--- config.mk ---
export PLATFORM = sky130hd
export DESIGN_NAME = mest_pro_sequencer
export DESIGN_NICKNAME = d
export VERILOG_FILES = /design/src/rtl/mest_pro_pkg.sv /design/src/rtl/mest_pro_sequencer.sv
export SDC_FILE = /design/constraint.sdc
export NUM_CORES = 1
export LEC_CHECK = 0
export CORE_MARGIN = 2
export CORE_UTILIZATION = 45
export DETAILED_ROUTE_END_ITERATION = 16
export GPL_TIMING_DRIVEN = 0
export PLACE_DENSITY = 0.9
export SLEW_MARGIN = 20
export SYNTH_ARGS = -nofsm -noshare
export SYNTH_HDL_FRONTEND = slang
export SYNTH_SLANG_ARGS = --single-unit
--- constraint.sdc ---
create_clock -name clk -period 3.7 [get_ports clk]
set_input_delay 0.74 -clock clk [delete_from_list [all_inputs] [get_ports clk]]
set_output_delay 0.74 -clock clk [all_outputs]
set_load 0.01 [all_outputs]
--- src/rtl/mest_pro_pkg.sv ---
// Shared types and constants for the program sequencer: FSM encoding, opcode
// values, instruction field positions and default widths.
package mest_pro_pkg;

  localparam int OPC_W_DEF     = 4;
  localparam int DATA_W        = 8;
  localparam int INSTR_W_DEF   = OPC_W_DEF + 3 * DATA_W;
  localparam int ROM_DEPTH_DEF = 65536;

  localparam logic [3:0] OPC_NOP  = 4'h0;
  localparam logic [3:0] OPC_HALT = 4'hF;

  // Instruction word: {opcode, operand A, operand B, tag}
  localparam int A_LSB   = 16;
  localparam int B_LSB   = 8;
  localparam int TAG_LSB = 0;

  typedef enum logic [2:0] {
    S_IDLE      = 3'd0,
    S_FETCH     = 3'd1,
    S_WAIT_ROM  = 3'd2,
    S_ISSUE     = 3'd3,
    S_WAIT_ALU  = 3'd4,
    S_WRITEBACK = 3'd5,
    S_DONE      = 3'd6
  } state_e;

endpackage

--- src/rtl/mest_pro_sequencer.sv ---
// Walks a program ROM from address 0, issuing each instruction to an external
// ALU and reporting its result, until HALT or the last ROM word.
module mest_pro_sequencer
  import mest_pro_pkg::*;
#(
  parameter int OP_CODE_SIZE     = OPC_W_DEF,
  parameter int INSTRUCTION_SIZE = OP_CODE_SIZE + 3 * DATA_W,
  parameter int ROM_DEPTH        = ROM_DEPTH_DEF,
  localparam int ADDR_W          = (ROM_DEPTH > 1) ? $clog2(ROM_DEPTH) : 1
) (
  input  logic                        clk,
  input  logic                        i_reset,
  input  logic                        i_start,
  output logic [ADDR_W-1:0]           o_rom_addr,
  output logic                        o_rom_rd_en,
  input  logic [INSTRUCTION_SIZE-1:0] i_rom_data,
  output logic [OP_CODE_SIZE-1:0]     o_alu_op,
  output logic [DATA_W-1:0]           o_alu_a,
  output logic [DATA_W-1:0]           o_alu_b,
  output logic                        o_alu_valid,
  input  logic [DATA_W-1:0]           i_alu_result,
  input  logic                        i_alu_carry,
  input  logic                        i_alu_zero,
  input  logic                        i_alu_done,
  output logic [DATA_W-1:0]           o_result,
  output logic                        o_carry,
  output logic                        o_zero_flag,
  output logic                        o_valid_result,
  output logic                        o_all_done,
  output logic                        o_busy
);

  state_e                      state_q;
  logic [ADDR_W-1:0]           pc_q;
  logic [INSTRUCTION_SIZE-1:0] ir_q;
  logic                        rd_en_q;
  logic                        alu_valid_q;
  logic [DATA_W-1:0]           result_q;
  logic                        carry_q;
  logic                        zero_q;
  logic                        vres_q;
  logic                        all_done_q;
  logic                        busy_q;

  logic [OP_CODE_SIZE-1:0] rom_op;
  logic                    rom_halt;
  logic                    rom_nop;
  logic                    pc_last;
  logic                    advance;
  logic [ADDR_W-1:0]       pc_inc_d;
  logic [DATA_W-1:0]       ir_tag_unused;

  assign rom_op   = i_rom_data[INSTRUCTION_SIZE-1 -: OP_CODE_SIZE];
  assign rom_halt = (rom_op == OP_CODE_SIZE'(OPC_HALT));
  assign rom_nop  = (rom_op == OP_CODE_SIZE'(OPC_NOP));
  assign pc_last  = (pc_q == ADDR_W'(ROM_DEPTH - 1));
  assign pc_inc_d = pc_q + ADDR_W'(1);

  // NOPs and completed writebacks share the same PC step; the last ROM word
  // ends the program instead of wrapping back to address 0.
  assign advance = ((state_q == S_WAIT_ROM) && !rom_halt && rom_nop) ||
                   (state_q == S_WRITEBACK);

  assign ir_tag_unused = ir_q[TAG_LSB +: DATA_W];

  always_ff @(posedge clk or posedge i_reset) begin
    if (i_reset) begin
      state_q     <= S_IDLE;
      pc_q        <= '0;
      ir_q        <= '0;
      rd_en_q     <= 1'b0;
      alu_valid_q <= 1'b0;
      result_q    <= '0;
      carry_q     <= 1'b0;
      zero_q      <= 1'b0;
      vres_q      <= 1'b0;
      all_done_q  <= 1'b0;
      busy_q      <= 1'b0;
    end else begin
      rd_en_q     <= 1'b0;
      alu_valid_q <= 1'b0;
      vres_q      <= 1'b0;

      case (state_q)
        S_IDLE, S_DONE: begin
          if (i_start) begin
            state_q    <= S_FETCH;
            pc_q       <= '0;
            rd_en_q    <= 1'b1;
            busy_q     <= 1'b1;
            all_done_q <= 1'b0;
          end
        end

        S_FETCH: state_q <= S_WAIT_ROM;

        S_WAIT_ROM: begin
          ir_q <= i_rom_data;
          if (rom_halt) begin
            state_q    <= S_DONE;
            all_done_q <= 1'b1;
            busy_q     <= 1'b0;
          end else if (!rom_nop) begin
            state_q     <= S_ISSUE;
            alu_valid_q <= 1'b1;
          end
        end

        S_ISSUE: state_q <= S_WAIT_ALU;

        S_WAIT_ALU: begin
          if (i_alu_done) begin
            state_q  <= S_WRITEBACK;
            result_q <= i_alu_result;
            carry_q  <= i_alu_carry;
            zero_q   <= i_alu_zero;
            vres_q   <= 1'b1;
          end
        end

        S_WRITEBACK: ;

        default: begin
          state_q <= S_IDLE;
          busy_q  <= 1'b0;
        end
      endcase

      if (advance) begin
        if (pc_last) begin
          state_q    <= S_DONE;
          all_done_q <= 1'b1;
          busy_q     <= 1'b0;
        end else begin
          state_q <= S_FETCH;
          pc_q    <= pc_inc_d;
          rd_en_q <= 1'b1;
        end
      end
    end
  end

  assign o_rom_addr     = pc_q;
  assign o_rom_rd_en    = rd_en_q;
  assign o_alu_op       = ir_q[INSTRUCTION_SIZE-1 -: OP_CODE_SIZE];
  assign o_alu_a        = ir_q[A_LSB +: DATA_W];
  assign o_alu_b        = ir_q[B_LSB +: DATA_W];
  assign o_alu_valid    = alu_valid_q;
  assign o_result       = result_q;
  assign o_carry        = carry_q;
  assign o_zero_flag    = zero_q;
  assign o_valid_result = vres_q;
  assign o_all_done     = all_done_q;
  assign o_busy         = busy_q;

endmodule

* Word level (Yosys, flattened, before mapping)
Cells that the tools add are included. Widths: inputs -> output; s select.
Word-level totals: flip-flop bits (word level) 62, input port bits 42, logic and storage cells 64, output and inout port bits 51
Cells by class: reductions and logical operators 10, $add $sub $neg 1, equality and inequality tests 12, muxes and demuxes 30
Operators by type and width (number):
- $mux 16 | 4
- $mux 3 | 6
- $pmux 3 s6 | 1
- $mux 1 | 17
- $add 16x1->16 const B | 1
- $eq 16x16->1 const B | 1
- $eq 3x3->1 const B | 3
- $eq 3x2->1 const B | 2
- $ne 3x3->1 const B | 2
- $eq 4x4->1 const B | 1
- $logic_not 4->1 | 1
- $ne 4x4->1 const B | 1
- $reduce_and 4->1 | 1
- $reduce_or 4->1 | 1
- $eq 3x1->1 const B | 1
- $logic_not 3->1 | 1
- $pmux 1 s3 | 1
- $logic_and 1x1->1 | 2
- $ne 2x2->1 const B | 1
- $pmux 1 s2 | 1
- $reduce_and 2->1 | 1
- $reduce_or 2->1 | 1
- $logic_not 1->1 | 1
- $logic_or 1x1->1 | 1

* Longest topological paths before layout
Gate-level depths: netlist (run 1).
word-level depth 7, gate-level depth with buffers 8, mapped depth without buffers 6

* Least setup slack after synthesis (run 1)
OpenSTA, ideal clock, no wires.
path type input to register, start input port i_rom_data[24], end register pc_q[9] (netlist: o_rom_addr[9]), data required time 3.569 ns, stages on the path 7, arrival time 2.063 ns, library setup time 0.131 ns, slack 1.506 ns, path buffers 2, cell sequence nor4_1 -> a22oi_2 -> or2_1 -> buf_4 -> buf_4 -> o211ai_1 -> o31ai_1
Between the ends: longest elaborated chain between the ends 6, elaborated cells on any way between the ends 7, those cells by class 1 x eq/ne; 1 x mux; 5 x reduce/logical
Ends and longest elaborated chain:
- start: declaration | line mest_pro_sequencer.sv:16 | input logic [INSTRUCTION_SIZE-1:0] i_rom_data,
- $eq 4x4->1 | line mest_pro_sequencer.sv:54 | assign rom_halt = (rom_op == OP_CODE_SIZE'(OPC_HALT));
- $logic_not 1->1 | line mest_pro_sequencer.sv:61 | assign advance = ((state_q == S_WAIT_ROM) && !rom_halt && rom_nop) ||
- $logic_and 1x1->1 | line mest_pro_sequencer.sv:61
- $logic_and 1x1->1 * | line mest_pro_sequencer.sv:61
- $logic_or 1x1->1 * | line mest_pro_sequencer.sv:61
- $mux 16 * | line mest_pro_sequencer.sv:129 | if (advance) begin
- end signal: assignment | line mest_pro_sequencer.sv:136 | pc_q <= pc_inc_d;
- end: declaration | line mest_pro_sequencer.sv:34 | logic [ADDR_W-1:0] pc_q;
Every way passes the cells marked *; elsewhere a longest branch is shown, timed or not. A chain may end at the register's enable or synchronous reset.

* Final worst setup path (run 1)
start input port i_rom_data[24], end register pc_q[7] (netlist: o_rom_addr[7])
The elaborated chain is that of the path after synthesis.

==> summary.md, run 1 <==
| Metric | Value |
|---|---|
| Status | finished clean |
| Asr flop ratio synth | 100.0% |
| Vias in the first global route | 1923 |
| Clock transition at the registers of the reported paths | about 0.090 ns |
| Sinks on Clock Net | 54 |
| Syn Inst Count | roughly 200 |
| Pre-CTS setup slack | 0.7496 ns |
| Count leader, synth | dfrtp_1 |
| Post-layout min period | around 2.6 ns |
| Hold_ws | about 0.51 ns |
| Final setup TNS | 0 ns |
| Drt via density | between 5 and 6 |
| Sequential share of power | roughly 40% |
| Buf/Inv on CP | 1 |
| Mapped Avg Cell Area | 12.37 um2 |
| Syn. warnings | 0 |
| CTS HTree Levels | 2 |
| Max incr delay on CP | around 0.6 ns |
| Netlist Area Pre-Place | approximately 2400 um2 |
| DRC violation total after the first TritonRoute iteration | ~130 |
| Comb pwr share | between 40 and 50% |
| Initial core utilization | between 40% and 50% |
| Finish-stage setup viols | 0 |
| R2R cell count | 8 |
| First-pass GRT wire length | around 9000 um |
| Routed Wire Length | 5200 um |
| Hold WC Path Type | reg -> reg |
| CTS tree | done |
| Crit-path most repeated cell | nor4_1 |
| Multiplexer share of the synthesized area | 16.87% |
| Final #Nets | 330 |
| Leakage | between 1 and 1.5 nW |
| Post-Synth Simple-Gate Area | between 10% and 20% |
| Most common flop cell mapped by yosys | dfrtp_1 |
| N_diodes | 0 |
| WHS Path Cells | 1 |
| Largest cells by area after synthesis | dfrtp_1 56%, mux2_2 14%, mux2i_1 2.5%, nand2_1 2.2%, nand4_1 1.8% |
| Synth Area in Adders | 0.5160% |
| Top cells by count, synth | 54 x dfrtp_1, 31 x mux2_2, 14 x nand2_1, 9 x nor2_1, 7 x nand4_1 |
| Mapped Nets | 239 |
| Share of cells above drive strength 1 | 17.36% |
| Final Hold Viols | 0 |
| Relative slew slack | approximately two fifths |
| Sequential area share after synthesis | between 50% and 60% |
| HPWL Detailed | around 3900 um |
| Placer Congestion | around 0.84 |
| Sw Pwr | ~0.74 mW |
| Synth area leader | dfrtp_1 |
| Worst setup margin | roughly 1.1 ns |
| Placed insts | 350 |
| Clock skew | about 0.014 ns |
| Critical path's slowest cell | nor4_1 |
| Synth Area in Compound Gates | between 8 and 9% |
| Xor and xnor fraction of the mapped netlist area | between 1 and 1.5% |
| Largest net degree at the start of global routing | 55 |
| DR WL/cell | between 10 and 15 um |
| GR Util All Layers | 18.70% |
| Fin cells | 358 |
| Post-cts sizing count | 0 |
| Die span in x | between 70 and 80 um |
| Max-slew violation count | 0 |
| Cell variety after synth | 43 |
| Initial antenna violation count | 0 |
| EDFF count, synth | 0 |
| Tcrit/Tclk final | between 70% and 80% |
| VDD IR max | 0.5146 mV |
| Worst Path Max Fanout | 7 |
| # IOs | between 90 and 100 |
| CP Cell Sequence | clkdlybuf4s50_1 -> nor4_1 -> a22oi_2 -> nor4_1 -> nand3_1 -> mux2i_1 |
| RSZ-0062 raised after global routing | no |
| Internal power | between 1.5 and 2 mW |
| Switching Share | ~32% |
| Die Height | slightly below 80 um |
| Worst Setup Start Kind | input pin |
| Clk pwr share | between 10 and 15% |
| Pre-antenna DRT Iters | 4 |
| CP Depth | 6 |
| Req. time, crit path | 3.88 ns |
| Maximum capacitance violations | 0 |
| Fill count | between 400 and 500 |
| Worst Path Arrival | 2.82 ns |
| Std-Cell Rows | 26 |
| Port-buffer cells | 84 |
| Area growth, synth to finish | 42.16% |
| Synthesized flop and latch total | between 50 and 60 |
| Largest family of logic cells by synthesized area | multiplexers |
| CP Capture Type | flop |
| CTS Hold Buffers Added | 0 |
| Vias | roughly 1900 |
| DRT antenna net count | 0 |
| Area share of the largest cell type after synthesis | between 50% and 60% |
| Cell area power density | 675.1 nW/um2 |
| TritonCTS Buffers | 5 |
| Fmax | about 0.38 GHz |
| CP Class | in -> reg |
| Total congestion overflow | 0 |
| Clock buffer depth | 2 |
| Largest delay contributor family on the critical path | simple AND/OR/NAND/NOR gates |
| Root buf cell | clkbuf_8 |
| Core area | roughly 5100 um2 |
| Setup bufs post-CTS | 0 |
| Post-route DRC | 0 |
| Worst-Skew Late Latency | approximately 0.30 ns |
| Least-Margin Pin Slew | just over 0.9 ns |
| Die ar. | around 6000 um2 |
## through the flow
| stage | util [%] | power (mW) | instance area [um2] |
|---|---|---|---|
| 2_1_floorplan | - | 1.477 | 2425 |
| 3_3_place_gp | 65.24 | 1.976 | 3353 |
| 3_5_place_dp | 65.29 | 2.018 | 3356 |
| 4_1_cts | 67.06 | 2.352 | 3447 |
| 5_1_grt | 67.06 | 2.471 | 3447 |
| 6_report | 67.06 | 2.327 | 3447 |
## state kept, by name, indices dropped and copies added, names as in the netlist
name / flops
o_rom_rd_en: 1
state_q: 3
o_all_done: 1
o_busy: 1
o_valid_result: 1
o_rom_addr: 16
o_carry: 1
o_zero_flag: 1
o_alu_valid: 1
o_result: 8
ir_q: 20
## worst paths after layout
path	startpoint	end	slack [ns]
worst min-delay path	ir_q[19]	ir_q[19]	0.51
worst max register to register	o_rom_addr[0]	o_rom_addr[3]	1.43
worst max-delay path	i_rom_data[24]	o_rom_addr[7]	1.07
min in group asynchronous	i_reset	ir_q[27]	0.88
max in group asynchronous	i_reset	ir_q[19]	2.39
worst min register to register	ir_q[19]	ir_q[19]	0.51
## layout by cell type (no fill, tap or decap), types with 2 or more instances in the layout
master and n:
clkdlybuf4s50_1 84, dfrtp_1 54, mux2_2 31, nand2_1 14
nor2_1 9, nand4_1 7, mux2i_1 6, o21ai_0 6
clkbuf_8 6, clkbuf_1 5, nand3_1 5, a21oi_1 5
inv_1 4, o211ai_1 4, buf_2 3, nor4_1 3
xnor2_1 3, o31ai_1 3, nor2b_1 2, nor4_4 2
nor3_1 2, or4_1 2, a22o_1 2, buf_4 2
and3_1 2
## layer usage
metal  vias to the layer above  wire length, um  GRT usage, %
met3                         5              345         5.349
met5                         -                0             0
li1                        898                -             -
met4                         0               38         6.071
met1                       942             2183         22.85
met2                        62             2633         32.00
## power groups by stage
stage | sequential [mW] | combinational [mW] | clock [mW]
2_1_floorplan | 1.02 | 0.456 | 0
3_3_place_gp | 0.926 | 1.05 | 0
3_5_place_dp | 0.942 | 1.08 | 0
4_1_cts | 0.930 | 1.08 | 0.341
5_1_grt | 0.957 | 1.15 | 0.362
6_report | 0.929 | 1.07 | 0.332
## cell families after synthesis
family | Yosys count
AND/OR/NAND/NOR | 57
XOR/XNOR | 3
adder cells (fa/ha/maj) | 1
flip-flops | 54
multiplexers | 37
buffers and inverters | 14
AO/OA/AOI/OAI | 30
## final cells by class
cell class,instances,area (um2),share of cell area [%]
Buffer,9,45.04,1.307
Clock buffer,7,86.33,2.505
Clock inverter,1,5.005,0.1452
Inverter,5,21.27,0.6171
Multi-Input combinational cell,128,1010,29.29
Sequential cell,54,1351,39.20
Tap cell,70,87.58,2.541
Timing Repair Buffer,84,840.8,24.39
Note: power is estimated with default switching activity, not from simulation.
==> run 2: changes to the inputs <==
--- a/config.mk
+++ b/config.mk
@@ -6,10 +6,10 @@
 export NUM_CORES = 1
 export LEC_CHECK = 0
 export CORE_MARGIN = 2
-export CORE_UTILIZATION = 45
+export CORE_UTILIZATION = 39
 export DETAILED_ROUTE_END_ITERATION = 16
 export GPL_TIMING_DRIVEN = 0
-export PLACE_DENSITY = 0.9
+export PLACE_DENSITY = 0.83
 export SLEW_MARGIN = 20
 export SYNTH_ARGS = -nofsm -noshare
 export SYNTH_HDL_FRONTEND = slang
==> constraint.sdc (replaced) <==
create_clock -name clk -period 2.1 [get_ports clk]
set_input_delay 0.42 -clock clk [delete_from_list [all_inputs] [get_ports clk]]
set_output_delay 0.42 -clock clk [all_outputs]
set_load 0.01 [all_outputs]
==> run 2 against run 1 <==
Net effect:
- first-iteration DRC count grew 24%
- worst setup slack got worse by 0.99 ns
- critical endpoint is now o_rom_addr[3]
- global-route usage decreased by 2.1 points
==> summary.md, run 2 (synthesis results as in run 1) <==
| Metric | Value |
|---|---|
| Hold WC Path Type | in -> reg |
| Cell area power density | 1183 nW/um2 |
| Hold worst-path end | ir_q[27] |
| Largest net degree at the start of global routing | 55 |
| VDD IR max | between 0.6 and 0.7 mV |
| N_diodes | 0 |
| Worst Path Arrival | approximately 2.2 ns |
| Most frequent cells in the layout | 81 x clkdlybuf4s50_1, 53 x dfrtp_1, 31 x mux2_2 |
| Worst Setup Start Kind | flop |
| Pre-CTS setup slack | -0.4901 ns |
| Clock skew | between 0.009 and 0.01 ns |
| Vias in the first global route | approximately 2000 |
| RR Endpoint | o_rom_addr[3] |
| Post-layout min period | 2.025 ns |
| Max reg flops | 20 |
| Worst setup margin | around 0.075 ns |
| Initial core utilization | just over 40% |
| Fmax | slightly below 0.5 GHz |
| Final Hold Viols | 0 |
| HPWL Detailed | between 3000 and 4000 um |
| Maximum capacitance violations | 0 |
| Clock transition at the registers of the reported paths | approximately 0.10 ns |
| Post-route DRC | 0 |
| Max-slew violation count | 0 |
| Vias | roughly 2000 |
| Design Area, Final | 3548 um2 |
| # IOs | 93 |
| Tcrit/Tclk final | 96.44% |
| Reg-to-Reg Start | state_q[2] |
| Routed Wire Length | between 5000 and 6000 um |
| Finish-stage setup viols | 0 |
| Share of cells above drive strength 1 | approximately a fifth |
| DR WL/cell | 15.08 um |
| Worst Path Max Fanout | 10 |
| Total congestion overflow | 0 |
| CP Capture Type | flop |
| Reg with most FFs | ir_q |
| Placer Congestion | about 0.84 |
| Critical Path Start | state_q[2] |
| R2R cell count | 8 |
| First-pass GRT wire length | 9432 um |
| DRC violation total after the first TritonRoute iteration | approximately 160 |
| Die span in x | slightly above 80 um |
| Area growth, synth to finish | 46.34% |
| Clock buffer depth | 2 |
| Pre-antenna DRT Iters | 4 |
| Reg-to-reg slack, setup | 0.07 ns |
| Root buf cell | clkbuf_8 |
| Drt via density | between 5 and 6 |
| Req. time, crit path | between 2 and 2.5 ns |
| Port-buffer cells | 84 |
| HP Start | i_rom_data[27] |
| CTS Hold Buffers Added | 0 |
| Core area | 5956 um2 |
| Initial antenna violation count | 0 |
| Status | finished clean |
| Sinks on Clock Net | 54 |
| CP Class | reg -> reg |
| DRT antenna net count | 0 |
| Least-Margin Pin Slew | between 0.6 and 0.7 ns |
| Die Height | slightly above 80 um |
| WHS Path Cells | 2 |
| Die ar. | around 7000 um2 |
| Commonest non-fill, non-tap cell in the layout | clkdlybuf4s50_1 |
| Std-Cell Rows | 28 |
| TritonCTS Buffers | 5 |
| GR Util All Layers | 16.56% |
| Final #Nets | approximately 340 |
| Placed Area | about 3400 um2 |
| Worst-Skew Late Latency | between 0.3 and 0.4 ns |
| CTS tree | done |
| Leakage | between 1 and 1.5 nW |
| Relative slew slack | between 50% and 60% |
| CTS HTree Levels | 2 |
| Final setup TNS | 0 ns |
==> run 2: cell types whose count changed in the layout (fill, tap and decap cells not counted), sizes merged <==
cell / delta
dlymetal6s2s: +3
clkbuf: -2
inv: +1
clkinvlp: +1
buf: +8
clkdlybuf4s50: -3
==> run 2: worst max-delay path by stage <==
stage / depth (start not counted) / slack, ns / to
2_1_floorplan: 8 / 0.12 / o_rom_addr[3]
3_3_place_gp: 2 / -0.67 / o_rom_addr[7]
3_5_place_dp: 8 / -0.49 / o_rom_addr[3]
4_1_cts: 8 / 0.02 / o_rom_addr[3]
5_1_grt: 8 / -0.04 / o_rom_addr[9]
6_report: 8 / 0.07 / o_rom_addr[3]
==> run 2: cell type report <==
type | count | area, um2
clock buffer | 5 | 68.82
clock inverter | 3 | 25.02
buffer | 9 | 45.04
timing repair buffer | 92 | 908.4
fill | 502 | 2407
tap | 75 | 93.84
inverter | 5 | 21.27
sequential | 54 | 1353
multi-input combinational | 128 | 1033
==> run 2: critical path, stage by stage (launching register included) <==
cell and delay, ns:
dfrtp_1 0.37, buf_2 0.18, nor3b_4 0.31, a22oi_2 0.18, or2_1 0.25, buf_4 0.16, buf_4 0.17, o211ai_1 0.19
o31ai_1 0.10
==> run 2: metrics by stage <==
stage,util (%),instances,total power [mW],hold WS [ns]
2_1_floorplan,-,196,2.602,0.5320
3_3_place_gp,56.41,355,3.484,0.4883
3_5_place_dp,56.45,355,3.553,0.4953
4_1_cts,58.51,364,4.175,0.5201
5_1_grt,59.58,371,4.469,0.4985
6_report,59.58,371,4.196,0.4984
==> run 2: power by group <==
group          internal [mW]  switching (mW)
sequential              1.41           0.209
clock                  0.241           0.357
combinational           1.16           0.812
==> run 2: routing by layer <==
layer	GRT usage (%)	wire, um	up-vias
li1	-	-	917
met1	19.94	2297	1005
met2	28.96	2917	65
met3	4.771	314	8
met4	4.471	65	0
met5	0	0	-
==> run 2: timing repair <==
| item | in CTS | in global routing |
|---|---|---|
| pin swaps | 1 | 4 |
| resized for setup | 3 | 5 |
| buffers inserted | 1 | 7 |
| endpoints found under the setup margin | 15 | 12 |
